<file path="config.mk">
export PLATFORM = sky130hd
export DESIGN_NAME = match_ctrl
export DESIGN_NICKNAME = d
export VERILOG_FILES = /design/src/rtl/match_ctrl.sv
export SDC_FILE = /design/constraint.sdc
export NUM_CORES = 1
export LEC_CHECK = 0
export BUFFER_PORTS_ARGS = -buffer_cell sky130_fd_sc_hd__buf_2
export CAP_MARGIN = 20
export CORE_MARGIN = 10
export CORE_UTILIZATION = 49
export DETAILED_ROUTE_END_ITERATION = 8
export PLACE_DENSITY = 0.67
export SYNTH_ARGS = -nofsm -noshare
export SYNTH_HDL_FRONTEND = slang
export SYNTH_SLANG_ARGS = --single-unit
</file>
<file path="constraint.sdc">
create_clock -name clk -period 2.3 [get_ports clk]
set_clock_uncertainty 0.05 [all_clocks]
set_input_delay 0 -clock clk [delete_from_list [all_inputs] [get_ports clk]]
set_output_delay 0 -clock clk [all_outputs]
set_load 0.005 [all_outputs]
</file>
<file path="src/rtl/match_ctrl.sv">
// rtl/match_ctrl.sv - FoosballStars match sequencer: start debounce, kickoff/serve countdown, scoring, winner
// Optional pause/freeze support is built when MATCH_CTRL_PAUSE_EN is defined.

module match_ctrl_debounce #(
  parameter int TICKS = 3
) (
  input  logic clk,
  input  logic reset,
  input  logic tick,
  input  logic btn,
  output logic evt
);

  logic       sync_1;
  logic       sync_2;
  logic [3:0] cnt;
  logic       full;
  logic       full_q;

  assign full = (cnt == 4'(TICKS));

  always_ff @(posedge clk or posedge reset) begin
    if (reset) begin
      sync_1 <= 1'b0;
      sync_2 <= 1'b0;
      cnt    <= 4'd0;
      full_q <= 1'b0;
    end else begin
      sync_1 <= btn;
      sync_2 <= sync_1;
      if (!sync_2) begin
        cnt <= 4'd0;
      end else if (tick && !full) begin
        cnt <= cnt + 4'd1;
      end
      full_q <= full;
    end
  end

  // One clk pulse when the button has been seen high for TICKS frame ticks.
  assign evt = full & ~full_q;

endmodule

module match_ctrl #(
  parameter int TICK_DIV       = 830000,
  parameter int SERVE_DELAY    = 60,
  parameter int DEBOUNCE_TICKS = 3,
  parameter int WIN_SCORE      = 5
) (
  input  logic       clk,
  input  logic       reset,
  input  logic       start_btn,
  input  logic       pause_btn,
  input  logic       goal_p1,
  input  logic       goal_p2,
  output logic       anim_reset,
  output logic       stop_ball,
  output logic       freeze,
  output logic [3:0] p1_score,
  output logic [3:0] p2_score,
  output logic [1:0] winner,
  output logic [2:0] state_o
);

  typedef enum logic [2:0] {
    S_IDLE       = 3'd0,
    S_KICKOFF    = 3'd1,
    S_PLAY       = 3'd2,
    S_GOAL_PAUSE = 3'd3,
    S_OVER       = 3'd4
  } state_t;

  localparam int TW = (TICK_DIV > 0) ? $clog2(TICK_DIV + 1) : 1;

  logic [TW-1:0] tick_cnt;
  logic          tick;
  logic          start_evt;
  logic          frozen;

  state_t        state;
  state_t        state_d;
  logic [7:0]    cd;
  logic [7:0]    cd_d;
  logic [3:0]    p1_d;
  logic [3:0]    p2_d;
  logic [1:0]    winner_d;
  logic          stop_d;

  logic          g1;
  logic          g2;
  logic [3:0]    n1;
  logic [3:0]    n2;
  logic          hit1;
  logic          hit2;

  always_ff @(posedge clk or posedge reset) begin
    if (reset) begin
      tick_cnt <= '0;
    end else if (tick_cnt == TW'(TICK_DIV)) begin
      tick_cnt <= '0;
    end else begin
      tick_cnt <= tick_cnt + 1'b1;
    end
  end

  assign tick = (tick_cnt == '0);

  match_ctrl_debounce #(.TICKS(DEBOUNCE_TICKS)) u_start_db (
    .clk   (clk),
    .reset (reset),
    .tick  (tick),
    .btn   (start_btn),
    .evt   (start_evt)
  );

`ifdef MATCH_CTRL_PAUSE_EN
  logic pause_evt;

  match_ctrl_debounce #(.TICKS(DEBOUNCE_TICKS)) u_pause_db (
    .clk   (clk),
    .reset (reset),
    .tick  (tick),
    .btn   (pause_btn),
    .evt   (pause_evt)
  );

  // Freeze only lives inside PLAY; any exit from PLAY drops it.
  always_ff @(posedge clk or posedge reset) begin
    if (reset) begin
      freeze <= 1'b0;
    end else if (state_d != S_PLAY) begin
      freeze <= 1'b0;
    end else if (state == S_PLAY && pause_evt) begin
      freeze <= ~freeze;
    end
  end

  assign frozen = freeze;
`else
  logic unused_pause;
  assign unused_pause = pause_btn;
  assign freeze       = 1'b0;
  assign frozen       = 1'b0;
`endif

  assign g1   = goal_p1 & ~frozen;
  assign g2   = goal_p2 & ~frozen;
  assign n1   = (g1 && p1_score != 4'hF) ? p1_score + 4'd1 : p1_score;
  assign n2   = (g2 && p2_score != 4'hF) ? p2_score + 4'd1 : p2_score;
  assign hit1 = (n1 >= 4'(WIN_SCORE));
  assign hit2 = (n2 >= 4'(WIN_SCORE));

  always_comb begin
    state_d  = state;
    cd_d     = cd;
    p1_d     = p1_score;
    p2_d     = p2_score;
    winner_d = winner;
    stop_d   = 1'b0;
    case (state)
      S_IDLE, S_OVER: begin
        if (start_evt) begin
          state_d  = S_KICKOFF;
          cd_d     = 8'(SERVE_DELAY);
          p1_d     = 4'd0;
          p2_d     = 4'd0;
          winner_d = 2'b00;
        end
      end
      S_KICKOFF, S_GOAL_PAUSE: begin
        if (tick && cd != 8'd0) begin
          if (cd == 8'd1) begin
            state_d = S_PLAY;
            stop_d  = 1'b1;
          end
          cd_d = cd - 8'd1;
        end
      end
      S_PLAY: begin
        if (g1 || g2) begin
          p1_d = n1;
          p2_d = n2;
          if (hit1 || hit2) begin
            state_d  = S_OVER;
            winner_d = {hit2, hit1};
          end else begin
            state_d = S_GOAL_PAUSE;
            cd_d    = 8'(SERVE_DELAY);
          end
        end
      end
      default: state_d = S_IDLE;
    endcase
  end

  always_ff @(posedge clk or posedge reset) begin
    if (reset) begin
      state      <= S_IDLE;
      cd         <= 8'd0;
      p1_score   <= 4'd0;
      p2_score   <= 4'd0;
      winner     <= 2'b00;
      stop_ball  <= 1'b0;
      anim_reset <= 1'b1;
    end else begin
      state      <= state_d;
      cd         <= cd_d;
      p1_score   <= p1_d;
      p2_score   <= p2_d;
      winner     <= winner_d;
      stop_ball  <= stop_d;
      anim_reset <= (state_d == S_IDLE) || (state_d == S_OVER);
    end
  end

  assign state_o = state;

endmodule

</file>
==> impl_metrics.json, run 1 <==
{
  "ys_warn_count": 0,
  "antenna_found_initial": 0,
  "htree_num_levels": 2,
  "clockBufferDepth": 2,
  "drt_iter0_markers": 94,
  "crit_path_end_kind": "register",
  "root_buffer": "clkbuf_8",
  "nFillCells": 463,
  "peakVddDrop_mv": 0.298,
  "synth_top_area_share_pct": 45.4,
  "core_area_um2": 5240,
  "cts_buffers": 5,
  "syn_area_um2": 2700,
  "synth_nets": 290,
  "yosys-top-cells-area": "dfrtp_1 (45%), ha_1 (3.2%), xnor2_1 (3.2%)",
  "crit_arrival_ps": 2330,
  "dr.pass1.iters": 4,
  "grt_max_degree": 51,
  "relSlewSlack_pct": 58.7,
  "tns_ps": 0,
  "startpoint_type": "register",
  "ys_ff_latch": 50,
  "cts_sinks": 50,
  "ys_seq_area_share_pct": 46.3,
  "synth_area_leader_cell": "dfrtp_1",
  "num-nets-final": 327,
  "drv_cap": 0,
  "cp_max_fo": 5,
  "final_hold_viol_count": 0,
  "avgViaCountPerCell": 5.69,
  "fp-row-count": 26,
  "period_share_pct": 93.0,
  "status": "finished, final reports clean",
  "clock_latency_ps": 300,
  "worstPathRequired_ps": 2490,
  "antenna_cells": 0,
  "ant_nets": 0,
  "synth_ff_type": "dfrtp_1",
  "leakage_nw": 1.38,
  "drive_gt1_share_pct": 19.0,
  "drc_errors": 0,
  "avgSynthCellArea_um2": 9.76,
  "min_period_ps": 2140,
  "grt_pass1_wl_um": 9400,
  "worst_pin_slew_ps": 620,
  "final_core_util_pct": 59.2,
  "syn2layout_area_growth_pct": 14.7,
  "overflow": 0,
  "first_global_vias": 2002,
  "setup_violations": 0,
  "io_buffers": 19,
  "clock.fmax_mhz": 467,
  "routed_wl_um": 5570,
  "hpwl_um": 3930,
  "ios": 22,
  "start_util_pct": 51.6,
  "dieHeight_um": 94.3,
  "finalWeightedCongestion": 0.789,
  "die_area_um2": 8890,
  "clkTransAtPathRegs_ps": 90,
  "netlist_instances": 277,
  "die_x_um": 94.3,
  "crit_type": "reg -> reg",
  "power.density_nw_per_um2": 465,
  "grt_usage_pct": 12.8,
  "cts_tree": "built",
  "maxSlewViolCount": 0,
  "vias": 2191,
  "wl_per_cell_um": 14.5,
  "synth.distinct_cells": 55,
  "hp-class": "in -> reg",
  "async_reset_ff_share_pct": 100,
  "synth_edf_count": 0
}
==> cell usage after synthesis (all sizes together) (8+ instances only) <==
| cell type | number |
|---|---|
| xor2 | 8 |
| nor4 | 8 |
| dfrtp | 49 |
| o21ai | 19 |
| nor2 | 23 |
| inv | 9 |
| nand2 | 22 |
| nor3 | 15 |
| nand3 | 14 |
| xnor2 | 10 |
| nand4 | 9 |
==> cell type report <==
type,instances,area (um^2),area share (%)
Multi-Input combinational cell,212,1400,45.3
Sequential cell,50,1250,40.4
Timing Repair Buffer,36,228,7.34
Tap cell,70,87.6,2.82
Clock buffer,6,82.6,2.66
Inverter,9,33.8,1.09
Clock inverter,2,12.5,0.404
==> kinds of logic after synthesis <==
| kind of cell | synth area share (%) |
|---|---|
| muxes | 2.31 |
| DFF | 46.3 |
| and+or+nand+nor | 25.4 |
| AOI/OAI and AO/OA | 14.3 |
| buffers and inverters | 2.45 |
| other | 0.139 |
| adders and majority gates | 3.24 |
| xor gates and xnor gates | 5.83 |
==> state kept, by name (all words and copies together) (netlist names) <==
name,flops
winner,2
u_start_db.sync_1,1
cd,8
stop_ball,1
tick_cnt,20
anim_reset,1
u_start_db.sync_2,1
u_start_db.full_q,1
p2_score,4
u_start_db.cnt,4
state_o,3
p1_score,4
==> cell usage in the layout (no fill, tap or decap), types with 3 or more instances in the layout <==
master    Yosys  final
a211oi_1      3      3
a21bo_2       3      3
a21o_1        3      3
a21oi_1       5      5
a22o_1        3      3
a31oi_1       3      3
and2_1        4      4
buf_2         3     19
buf_4         1     15
clkbuf_8      0      6
dfrtp_1      49     49
ha_1          7      5
inv_1         9      8
mux2i_1       4      4
nand2_1      22     22
nand2b_1      7      7
nand3_1      14     14
nand4_1       9      9
nor2_1       23     23
nor2b_1       4      4
nor3_1       13     13
nor3b_1       4      4
nor4_1        6      5
nor4_2        2      3
nor4b_1       3      3
o21ai_0      15     14
o21ai_1       3      4
or3_1         4      4
xnor2_1      10     10
xor2_1        8      8
==> metrics by stage <==
stage / power (mW) / hold slack (ps) / std cells / area [um^2] / setup slack [ps]
6_report: 1.44 / 50.3 / 385 / 3100 / 161
5_1_grt: 1.51 / 67.1 / 385 / 3100 / -2.46
4_1_cts: 1.47 / 40.7 / 384 / 3070 / 44.2
3_5_place_dp: 0.932 / 59.9 / 374 / 2960 / 60.6
3_3_place_gp: 0.931 / 60.5 / 374 / 2960 / 102
2_1_floorplan: 0.923 / -18.6 / 277 / 2700 / 261
==> worst max-delay path, cell delays in order (launching register included) <==
cell	delay, ps
dfrtp_1	390
inv_1	120
ha_2	230
or3b_4	420
nor3_4	280
nor3_1	100
a311o_1	370
o21ai_2	110
==> repair_timing <==
item,in CTS,in global routing
resized for setup,0,6
hold endpoints to repair,50,0
setup endpoints to repair,0,12
setup buffers,0,1
hold buffers,2,0
==> worst paths after layout <==
check                                  start                 to  slack (ps)  cells after the start
min in group asynchronous              reset        p2_score[1]         350                      4
max in group asynchronous              reset              cd[0]        1430                      4
hold / removal                       goal_p2        p2_score[2]          50                      3
setup reg to reg                       cd[1]              cd[5]         160                      7
setup / recovery                       cd[1]              cd[5]         160                      7
hold reg to reg            u_start_db.sync_1  u_start_db.sync_2         310                      0
==> metal layers <==
metal,GRT usage [%],wire (um),vias to the layer above
li1,-,-,1093
met1,16.0,2540,1032
met2,20.9,2660,59
met3,3.12,297,7
met4,4.56,73,0
met5,0,0,-
==> power breakdown <==
group | total, mW | internal, mW | switching (mW)
registers | 0.881 | 0.880 | 0.000918
logic | 0.0341 | 0.00961 | 0.0245
clock network | 0.526 | 0.242 | 0.284
total | 1.44 | 1.13 | 0.309
Note: power is estimated with default switching activity, not from simulation.
==> run 2: changes to the inputs <==
clock period = 2.4 ns   (was 2.3 ns; I/O delays follow)
==> run 2 against run 1 <==
  * First-iteration DRC count increased by 11%
  * Cell count decreased by 1.6%
  * Sequential share of layout area increased by 0.99 points
  * Wire length decreased by 3.6%
  * Die area unchanged
  * Combinational power decreased by 4%
  * Maximum frequency decreased by 1.8%
  * Via count decreased by 2.0%
  * Critical endpoint unchanged
==> impl_metrics.json, run 2 (synthesis results as in run 1) <==
{
  "avgViaCountPerCell": 5.67,
  "setup_violations": 0,
  "overflow": 0,
  "placed_area_um2": 2920,
  "drt_iter0_markers": 104,
  "post-place-cells": 369,
  "vias": 2148,
  "ant_nets": 0,
  "fin_cells": 379,
  "power.density_nw_per_um2": 443,
  "relSlewSlack_pct": 58.4,
  "root_buffer": "clkbuf_8",
  "cpMaxStageDelayCell": "or3b_2",
  "crit_arrival_ps": 2360,
  "hpwl_um": 3820,
  "io_buffers": 19,
  "die_area_um2": 8890,
  "peakVddDrop_mv": 0.296,
  "layout_setup_ws_ps": 222,
  "clock.fmax_mhz": 459,
  "largest-register": "tick_cnt",
  "min_period_ps": 2180,
  "drc_errors": 0,
  "worstPathRequired_ps": 2580,
  "grt_usage_pct": 12.6,
  "ios": 22,
  "antenna_found_initial": 0,
  "dp_slack_ps": 181,
  "crit_type": "reg -> reg",
  "htree_num_levels": 2,
  "clkTransAtPathRegs_ps": 80,
  "worst_pin_slew_ps": 624,
  "drv_cap": 0,
  "layout_commonest_cell": "dfrtp_1",
  "start_util_pct": 51.6,
  "cts_buffers": 5,
  "syn2layout_area_growth_pct": 12.0,
  "clock_latency_ps": 290,
  "tns_ps": 0,
  "final_hold_viol_count": 0,
  "status": "finished, final reports clean",
  "first_global_vias": 1976,
  "dieHeight_um": 94.3,
  "cp_max_fo": 5,
  "core_area_um2": 5240,
  "finalWeightedCongestion": 0.834,
  "power_mw": 1.34,
  "dr.pass1.iters": 4,
  "grt_max_degree": 51,
  "clockBufferDepth": 2,
  "die_x_um": 94.3,
  "antenna_cells": 0,
  "cts_tree": "built",
  "drive_gt1_share_pct": 15.5,
  "final_cell_mix": "dfrtp_1 (49), nor2_1 (23), nand2_1 (22)",
  "startpoint_type": "register",
  "maxSlewViolCount": 0,
  "wl_per_cell_um": 14.2,
  "largest_reg_flops": 20,
  "biggestRegsByFlops": "tick_cnt x20, cd x8",
  "grt_pass1_wl_um": 9180,
  "num-nets-final": 321,
  "leakage_nw": 1.35,
  "cts_sinks": 50,
  "crit_path_end_kind": "register",
  "crit_chain": "inv_1 -> ha_1 -> or3b_2 -> nor3_4 -> nor3_1 -> a311o_1 -> o21ai_2",
  "final_cell_area_um2": 3030,
  "cpPeakStageDelay_ps": 520,
  "fp-row-count": 26,
  "routed_wl_um": 5370,
  "period_share_pct": 90.8,
  "rsz0062_at_grt": "no",
  "hp-class": "in -> reg"
}
==> run 2: cell count changes in the layout (fill, tap and decap cells not counted) <==
cell	delta
nor4_1	+1
clkinvlp_4	-1
clkinv_2	-1
buf_4	-6
ha_1	+2
ha_2	-2
clkbuf_1	+3
nor4_2	-1
clkbuf_8	-1
or3b_4	-1
or3b_2	+1
==> run 2: worst max-delay path: cells and delay by family, from the launching register on <==
| kind | cells | cell delay, ps |
|---|---|---|
| AND/OR/NAND/NOR | 3 | 840 |
| adder cells (fa/ha/maj) | 1 | 220 |
| flip-flops | 1 | 430 |
| buffers and inverters | 1 | 100 |
| AO/OA/AOI/OAI | 2 | 470 |
==> run 2: worst paths after layout <==
check / from / end / slack (ps) / cells after the start
hold / removal: goal_p1 / p1_score[2] / 60 / 3
hold reg to reg: u_start_db.sync_1 / u_start_db.sync_2 / 300 / 0
min in group asynchronous: reset / p2_score[1] / 350 / 4
max in group asynchronous: reset / tick_cnt[12] / 1520 / 4
setup / recovery: cd[0] / cd[5] / 220 / 7
setup reg to reg: cd[0] / cd[5] / 220 / 7
==> run 2: cell type report <==
cell class / count / area, um^2
flip-flops and latches: 50 / 1250
well taps: 70 / 87.6
multi-input cells: 212 / 1390
inverters: 9 / 33.8
fillers: 459 / 2210
clock buffers: 8 / 80.1
repair buffers: 30 / 183
==> run 2: per-stage QoR <==
stage | hold slack (ps) | util, %
2_1_floorplan | -18.6 | -
3_3_place_gp | 60.6 | 55.8
3_5_place_dp | 59.9 | 55.8
4_1_cts | 41.0 | 57.7
5_1_grt | 44.2 | 57.8
6_report | 56.7 | 57.8
==> run 2: power breakdown <==
part	switching (mW)	internal (mW)	total, mW
logic	0.0236	0.00921	0.0328
clock network	0.257	0.208	0.464
registers	0.000842	0.843	0.844
==> run 2: per-layer routing <==
| layer | up-vias | share of wire [%] | track usage (%) |
|---|---|---|---|
| li1 | 1079 | - | - |
| met1 | 1028 | 50 | 16.2 |
| met2 | 34 | 45 | 19.8 |
| met3 | 7 | 4.2 | 3.04 |
| met4 | 0 | 1.2 | 4.56 |
| met5 | - | 0 | 0 |
==> run 2: repair_timing <==
item,4_1_cts,5_1_grt
resized for setup,0,2
setup buffers,0,0
setup endpoints to repair,0,6
endpoints found under the hold margin,50,0
hold buffers,2,0
==> run 3: changes to the inputs <==
clock period = 2.44 ns   (was 2.4 ns; I/O delays follow)
==> run 3 against run 2 <==
  * Die area stayed put
  * Critical path depth did not move
  * Total power is 7.6% higher
  * Final area is 0.70% higher
  * Count of clock-buffer cells in the layout down 3
  * Non-clock buffer count unchanged
  * Worst setup slack worse by 82 ps
  * Via count is 0.19% lower
  * Sequential power down 2%
  * Critical path type unchanged
==> impl_metrics.json, run 3 (synthesis results as in run 1) <==
{
  "status": "finished, final reports clean",
  "rsz0062_at_grt": "no",
  "startpoint_type": "register",
  "grt_usage_pct": 12.9,
  "power_mw": 1.44,
  "cts_tree": "built",
  "pwr-share-seq_pct": 57.6,
  "htree_num_levels": 2,
  "setup_violations": 0,
  "syn2layout_area_growth_pct": 12.8,
  "crit_type": "reg -> reg",
  "relSlewSlack_pct": 59.4,
  "min_period_ps": 2300,
  "pwr-share-clk_pct": 40.2,
  "r2r_cells": 7,
  "vias": 2144,
  "overflow": 0,
  "avgViaCountPerCell": 5.67,
  "start_util_pct": 51.6,
  "hold_ws_ps": 48.7,
  "grt_max_degree": 51,
  "fp-row-count": 26,
  "hpwl_um": 3870,
  "nFillCells": 464,
  "dieHeight_um": 94.3,
  "swShare_pct": 20.9,
  "rr_startpoint": "cd[1]",
  "worst_pin_slew_ps": 609,
  "cts_buffers": 5,
  "leakage_nw": 1.36,
  "drt_iter0_markers": 99,
  "clkTransAtPathRegs_ps": 90,
  "final_core_util_pct": 58.2,
  "crit_end": "cd[5]",
  "crit_path_start": "cd[1]",
  "grt_pass1_wl_um": 9450,
  "root_buffer": "clkbuf_8",
  "cts_sinks": 50,
  "largest_reg_flops": 20,
  "drv_cap": 0,
  "final_cell_mix": "dfrtp_1 (49), nor2_1 (23), nand2_1 (22)",
  "num-nets-final": 321,
  "drc_errors": 0,
  "die_area_um2": 8890,
  "core_area_um2": 5240,
  "largest-register": "tick_cnt",
  "ios": 22,
  "crit_path_end_kind": "register",
  "fin_cells": 378,
  "ant_nets": 0,
  "cp_max_fo": 5,
  "p_int_mw": 1.14,
  "finalWeightedCongestion": 0.884,
  "hp-class": "in -> reg",
  "comb_power_share_pct": 2.2,
  "wl_per_cell_um": 14.2,
  "crit_arrival_ps": 2490,
  "final_hold_viol_count": 0,
  "r2r-end": "cd[5]",
  "antenna_cells": 0,
  "biggestRegsByFlops": "tick_cnt x20, cd x8",
  "io_buffers": 19,
  "tns_ps": 0,
  "worstPathRequired_ps": 2630,
  "p_switching_mw": 0.302,
  "clock.fmax_mhz": 435,
  "first_global_vias": 2025,
  "maxSlewViolCount": 0,
  "drive_gt1_share_pct": 16.2,
  "post-place-cells": 369,
  "peakVddDrop_mv": 0.292,
  "layout_commonest_cell": "dfrtp_1",
  "antenna_found_initial": 0,
  "die_x_um": 94.3,
  "period_share_pct": 94.3,
  "r2r_setup_slack_ps": 140,
  "clock_latency_ps": 310,
  "clockBufferDepth": 2,
  "routed_wl_um": 5350,
  "dr.pass1.iters": 4,
  "power.density_nw_per_um2": 473
}
[run 3: what timing repair did]
item,4_1_cts,5_1_grt
setup endpoints to repair,0,4
endpoints found under the hold margin,50,0
hold buffers,2,0
gates resized for setup,0,1
buffers inserted,0,0
[run 3: stage by stage]
stage | setup WS [ps] | cell area (um^2)
2_1_floorplan | 401 | 2700
3_3_place_gp | 221 | 2920
3_5_place_dp | 198 | 2920
4_1_cts | 153 | 3050
5_1_grt | 22.1 | 3050
6_report | 140 | 3050
[run 3: worst min path at each step]
stage               startpoint                 to  depth (start not counted)
finish                 goal_p2        p2_score[2]                          3
global route           goal_p1        p1_score[2]                          3
CTS                    goal_p2        p2_score[2]                          3
detailed placement   start_btn  u_start_db.sync_1                          1
global placement     start_btn  u_start_db.sync_1                          1
floorplan            start_btn  u_start_db.sync_1                          0
[run 3: metal layers]
| layer | part of all wire (%) | track usage [%] | vias up | routed length, um |
|---|---|---|---|---|
| li1 | - | - | 1074 | - |
| met1 | 49 | 16.9 | 1029 | 2610 |
| met2 | 46 | 19.7 | 37 | 2460 |
| met3 | 4.5 | 4.56 | 4 | 242 |
| met4 | 0.73 | 3.42 | 0 | 39 |
| met5 | 0 | 0 | - | 0 |
[run 3: cell type report]
| type | count | area [um^2] | share of cell area [%] |
|---|---|---|---|
| repair buffers | 30 | 183 | 5.99 |
| clock buffers | 5 | 68.8 | 2.26 |
| clock inverters | 2 | 38.8 | 1.27 |
| inverters | 9 | 33.8 | 1.11 |
| multi-input cells | 212 | 1380 | 45.4 |
| flip-flops and latches | 50 | 1250 | 41.1 |
| well taps | 70 | 87.6 | 2.87 |
[run 3: critical path, stage by stage, from the launching register on]
cell,delay (ps)
dfrtp_1,410
inv_1,130
ha_1,240
or3b_2,520
nor3_2,300
nor3_1,110
a311o_1,370
o21ai_2,100
[run 3: power by group through the flow]
stage | combinational [mW] | clock, mW | sequential (mW)
3_5_place_dp | 0.0313 | 0 | 0.847
5_1_grt | 0.0371 | 0.637 | 0.831
3_3_place_gp | 0.0309 | 0 | 0.847
4_1_cts | 0.0334 | 0.594 | 0.830
6_report | 0.0318 | 0.580 | 0.830
2_1_floorplan | 0.0230 | 0 | 0.847
